<file path="src/rtl/bias_relu_quant.sv">
// Bias-add, ReLU, round-shift and saturate stage behind the matrix-vector multiplier.
// Streams quantized elements one per handshake and assembles the whole result vector.
module bias_relu_quant #(
    parameter int ROWS      = 6,
    parameter int ACC_WIDTH = 20,
    parameter int WIDTH     = 8,
    parameter int SHIFT     = 4,
    parameter int IDX_W     = (ROWS > 1) ? $clog2(ROWS) : 1
) (
    input  logic                      clk,
    input  logic                      reset,
    input  logic                      start,
    input  logic [ROWS*ACC_WIDTH-1:0] acc_vector,
    input  logic [ROWS*WIDTH-1:0]     bias_vector,
    input  logic                      out_ready,
    output logic                      out_valid,
    output logic [WIDTH-1:0]          out_data,
    output logic [IDX_W-1:0]          out_idx,
    output logic                      busy,
    output logic                      done,
    output logic [ROWS*WIDTH-1:0]     result_vector
);

    typedef enum logic [1:0] {IDLE, RUN, DONE} state_t;

    localparam int QW = ACC_WIDTH + 2;
    // (2**SHIFT)/2 is zero when SHIFT is zero, so no rounding term is added then.
    localparam logic [QW-1:0]    ROUND = QW'((2 ** SHIFT) / 2);
    localparam logic [QW-1:0]    SAT   = QW'((2 ** (WIDTH - 1)) - 1);
    localparam logic [IDX_W-1:0] LAST  = IDX_W'(ROWS - 1);

    state_t                       state_q;
    logic                         valid_q;
    logic                         busy_q;
    logic                         done_q;
    logic [WIDTH-1:0]             data_q;
    logic [IDX_W-1:0]             idx_q;
    logic [IDX_W-1:0]             idx_d;
    logic signed [ACC_WIDTH-1:0]  acc_in [ROWS];
    logic signed [WIDTH-1:0]      bias_in [ROWS];
    logic signed [ACC_WIDTH-1:0]  acc_q [ROWS];
    logic signed [WIDTH-1:0]      bias_q [ROWS];
    logic [WIDTH-1:0]             res_q [ROWS];

    function automatic logic [WIDTH-1:0] quant(
        input logic signed [ACC_WIDTH-1:0] acc,
        input logic signed [WIDTH-1:0]     bias
    );
        logic [ACC_WIDTH:0] s;
        logic [QW-1:0]      r;
        logic [QW-1:0]      q;
        s = {acc[ACC_WIDTH-1], acc}
            + {{(ACC_WIDTH + 1 - WIDTH){bias[WIDTH-1]}}, bias};
        r = s[ACC_WIDTH] ? '0 : {1'b0, s};
        q = (r + ROUND) >> SHIFT;
        if (q > SAT) begin
            return SAT[WIDTH-1:0];
        end
        return q[WIDTH-1:0];
    endfunction

    generate
        for (genvar gi = 0; gi < ROWS; gi++) begin : g_slot
            assign acc_in[gi]  = acc_vector[gi*ACC_WIDTH +: ACC_WIDTH];
            assign bias_in[gi] = bias_vector[gi*WIDTH +: WIDTH];
            assign result_vector[gi*WIDTH +: WIDTH] = res_q[gi];
        end
    endgenerate

    assign idx_d = idx_q + IDX_W'(1);

    // Operand capture only happens on an accepted start, so a start while busy
    // leaves the working copy untouched.
    always_ff @(posedge clk) begin
        if (!reset && state_q == IDLE && start) begin
            for (int i = 0; i < ROWS; i++) begin
                acc_q[i]  <= acc_in[i];
                bias_q[i] <= bias_in[i];
            end
        end
    end

    always_ff @(posedge clk) begin
        if (reset) begin
            state_q <= IDLE;
            valid_q <= 1'b0;
            busy_q  <= 1'b0;
            done_q  <= 1'b0;
            data_q  <= '0;
            idx_q   <= '0;
            for (int i = 0; i < ROWS; i++) begin
                res_q[i] <= '0;
            end
        end else begin
            case (state_q)
                IDLE: begin
                    done_q <= 1'b0;
                    if (start) begin
                        data_q  <= quant(acc_in[0], bias_in[0]);
                        idx_q   <= '0;
                        valid_q <= 1'b1;
                        busy_q  <= 1'b1;
                        state_q <= RUN;
                    end
                end
                RUN: begin
                    if (out_ready) begin
                        res_q[idx_q] <= data_q;
                        if (idx_q == LAST) begin
                            valid_q <= 1'b0;
                            done_q  <= 1'b1;
                            state_q <= DONE;
                        end else begin
                            idx_q  <= idx_d;
                            data_q <= quant(acc_q[idx_d], bias_q[idx_d]);
                        end
                    end
                end
                DONE: begin
                    done_q  <= 1'b0;
                    busy_q  <= 1'b0;
                    state_q <= IDLE;
                end
                default: begin
                    valid_q <= 1'b0;
                    busy_q  <= 1'b0;
                    done_q  <= 1'b0;
                    state_q <= IDLE;
                end
            endcase
        end
    end

    assign out_valid = valid_q;
    assign out_data  = data_q;
    assign out_idx   = idx_q;
    assign busy      = busy_q;
    assign done      = done_q;

endmodule

</file>
<file path="config.mk">
export PLATFORM = sky130hd
export DESIGN_NAME = bias_relu_quant
export DESIGN_NICKNAME = d
export VERILOG_FILES = /design/src/rtl/bias_relu_quant.sv
export SDC_FILE = /design/constraint.sdc
export NUM_CORES = 1
export LEC_CHECK = 0
export CAP_MARGIN = 40
export CORE_MARGIN = 1
export CORE_UTILIZATION = 52
export DETAILED_ROUTE_END_ITERATION = 10
export GPL_TIMING_DRIVEN = 0
export PLACE_DENSITY = 0.87
export SYNTH_ARGS = -nofsm -noshare
export SYNTH_HDL_FRONTEND = slang
export SYNTH_SLANG_ARGS = --single-unit
</file>
<file path="constraint.sdc">
create_clock -name clk -period 6.2 [get_ports clk]
set_clock_uncertainty 0.15 [all_clocks]
set_input_delay 0.93 -clock clk [delete_from_list [all_inputs] [get_ports clk]]
set_output_delay 0.93 -clock clk [all_outputs]
set_load 0.03 [all_outputs]
</file>
==> results.md <==
* Vias in the first global route at 8984
* Synthesized flop and latch total at 232
* Distinct cells, synth at 73
* R2R Setup Slk at 300 ps
* Buffers & Inverters on Critical Path at 3
* Post-synthesis adder-cell area fraction at 0.04503
* Multi-input gate area at 4671 sq um
* First-pass GRT wire length at 46.59 mm
* WL/cell at 19.98 microns
* Final Hold Fails at 0
* Syn Area/Cell at 12.50 sq um
* # hold bufs at CTS at 0
* Fin util at 0.6985
* Sequential element share of the synthesized area at 0.5832
* Synth Cell Area at 11670 sq um
* VDD IR-drop max at 0.1998 mV
* Fin crit share at 0.9512
* Routed WL at 29.89 mm
* Setup_tns at 0 ps
* Pwr Total at 0.004251 W
* Register area at 6807 sq um
* Core area at 21890 sq um
* Synth area leaders: edfxtp_1 56%, mux4_2 5.2%, ha_1 4.5%, nand2_1 2.9%, nor2_1 2.9%
* CP Max Fanout at 10
* Die ar. at 23050 sq um
* Syn Nets at 1148
* XOR/XNOR Fraction of Synth Area at 0.03077
* Top cell family by delay on the critical path: simple AND/OR/NAND/NOR gates
* Final nets at 1410
* F_max at 169.6 MHz
* I/O pin count at 234
* RSZ-0062 raised after global routing: false
* CTS buffer count at 25
* # DRC at 0
* Die W at 151.8 microns
* Clock sink total at 232
* Syn Inst Count at 934
* Status: complete, no violations
* PwrDens at 278.0 nW/um^2
* Most frequent cells in the layout: 231 x clkdlybuf4s50_1, 216 x edfxtp_1, 91 x nand2_1
* Synth Area in Simple Gates at 0.1206
* Final setup viols at 0
* WHS Path Cells at 1
* Worst slew margin at 0.4528
* Worst Setup End Kind: flip-flop
* Ys flop type: edfxtp_1
* Most common cell after layout, fill and taps aside: clkdlybuf4s50_1
* Hold WS at 322.7 ps
* Worst Hold End: busy
* Max incr delay on CP at 520 ps
* Critical path class: flip-flop to flip-flop
* Post-synth EDFFs at 216
* Fin crit period at 5898 ps
* IO Port Bufs at 231
* Critical path, cell by cell: inv_1 > ha_4 > clkbuf_2 > mux4_2 > nand2_1 > o21ai_0 > ha_1 > clkbuf_1 > nand4_1 > o311ai_4 > nor4b_1 > nor3_1 > nand4bb_1 > or2_1 > o31a_1 > o31ai_4 > nand4_4 > a31oi_1 > o31ai_1
* CTS Buffer Depth at 3
* CTS root buf: clkbuf_16
* Via count at 8810
* Leakage power at 5.458 nW
* Main combinational cell family by area after synthesis: simple AND/OR/NAND/NOR gates
* Area leader, netlist: edfxtp_1
* Fill count at 1511
* Worst-margin pin slew at 820.8 ps
* Largest net degree at the start of global routing at 73
* Synth-to-Final Area Change at 31.01%
* Reg2Reg Depth at 19
* MaxCap Viol Count at 0
* Antenna violations before repair at 3
* Dpl hpwl at 22.78 mm
* Cell Rows at 54
* Pre-Repair DR Iteration Count at 5
* Worst setup SP type: flip-flop
* FF-to-FF End: out_data[3]
* Die H at 151.8 microns
* Share of the synthesized area in the top cell type at 0.5557
* RePlAce Congestion at 0.8843
* Min-delay src: busy
* CTS clk-pin slew, worst paths at 60 ps
* Total GRT Usage at 0.2553
* Worst skew pair latency at 530 ps
* Reg-to-Reg Start: out_idx[1]
* Max stage delay cell, worst path: nor3_1
* GRT overflow at 0
* CTS tree: built
* Layout cells sized above 1 at 0.08491
* Pins Over Slew Limit at 0
* Post-synthesis mux area share at 0.08083
* Post-synthesis compound-gate area fraction at 0.1203
* WP data required at 6460 ps
* Initial Utilization at 0.5332
* DRT iter0 DRCs at 647
* Crit path DAT at 6160 ps
* Remaining antenna violation count at 0
* Vias per inst at 5.889
* Min-Delay Path Class: flip-flop to flip-flop
* Synth async-reset ratio at 0
* Yosys warns at 0
* H-tree depth at 1
[cell usage after synthesis, types with 4 or more instances]
cell      instances
a211oi_1         13
a21o_1           12
a21oi_1          56
a31o_2            4
a31oi_1           7
and2_1            8
and3_1            7
and4_1            4
clkbuf_1         30
dfxtp_1          16
edfxtp_1        216
ha_1             42
inv_1            22
mux2i_1          29
mux4_2           27
nand2_1          91
nand2b_1          8
nand3_1          18
nand4_1          12
nor2_1           89
nor2b_1           8
nor3_1           19
nor3b_1           4
o211ai_1          6
o21a_1            6
o21ai_0          54
o311a_1           4
o31ai_1           9
or3_1             4
xnor2_1          25
xor2_1           16
[cell type report]
cell class | count | share of cell area
Timing Repair Buffer | 239 | 0.1579
Clock buffer | 35 | 0.04533
Sequential cell | 232 | 0.4451
Multi-Input combinational cell | 645 | 0.3055
Antenna cell | 3 | 0.0004910
Tap cell | 280 | 0.02291
Clock inverter | 9 | 0.008346
Buffer | 31 | 0.009001
Inverter | 22 | 0.005401
[sequential cells by signal, indices dropped and copies added (netlist names)]
signal and count:
acc_q 120, bias_q 48, res_q 48, out_data 8, out_idx 3, state_q 2
busy 1, done 1, out_valid 1
[power by group]
| group | internal, W | switching, W | leakage (nW) |
|---|---|---|---|
| Combinational | 0.000414 | 0.000521 | 2.88 |
| Clock | 0.000903 | 0.000599 | 0.397 |
| Sequential | 0.00179 | 0.0000247 | 2.19 |
| Total | 0.00311 | 0.00115 | 5.46 |
[stage by stage]
stage	area, sq um	worst slack (ps)	cells
after global routing	15290	3.019	1496
after CTS	15260	20.06	1495
after detailed placement	14440	-472.0	1453
after floorplan	11670	344.4	934
final	15290	302.5	1496
after global placement	14330	-1370	1445
[worst max-delay path by stage]
stage	start	to	slack, ps	depth (start not counted)
3_5_place_dp	out_idx[1]	out_data[3]	-470	24
4_1_cts	out_idx[0]	out_data[3]	20	23
6_report	out_idx[1]	out_data[3]	300	19
3_3_place_gp	start	acc_q[4][1]	-1370	3
5_1_grt	bias_vector[7]	out_data[6]	3	17
2_1_floorplan	out_idx[1]	out_data[3]	340	24
[cells by family after synthesis]
| logic type | Yosys count |
|---|---|
| AO/OA/AOI/OAI | 209 |
| XOR/XNOR | 41 |
| adder cells (fa/ha/maj) | 42 |
| buffers and inverters | 57 |
| flip-flops | 232 |
| multiplexers | 60 |
| AND/OR/NAND/NOR | 293 |
[per-layer routing]
metal | up-vias | global-route usage | routed length, microns
li1 | 4124 | - | -
met3 | 76 | 0.04022 | 1634
met4 | 0 | 0.09095 | 1003
met1 | 4228 | 0.2981 | 11340
met2 | 382 | 0.4721 | 15920
met5 | - | 0 | 0
[what timing repair did]
| item | CTS | global route |
|---|---|---|
| hold endpoints to repair | 0 | 0 |
| setup buffers | 0 | 0 |
| resized for setup | 4 | 14 |
| endpoints found under the setup margin | 7 | 7 |
(Power assumes the default switching activity.)
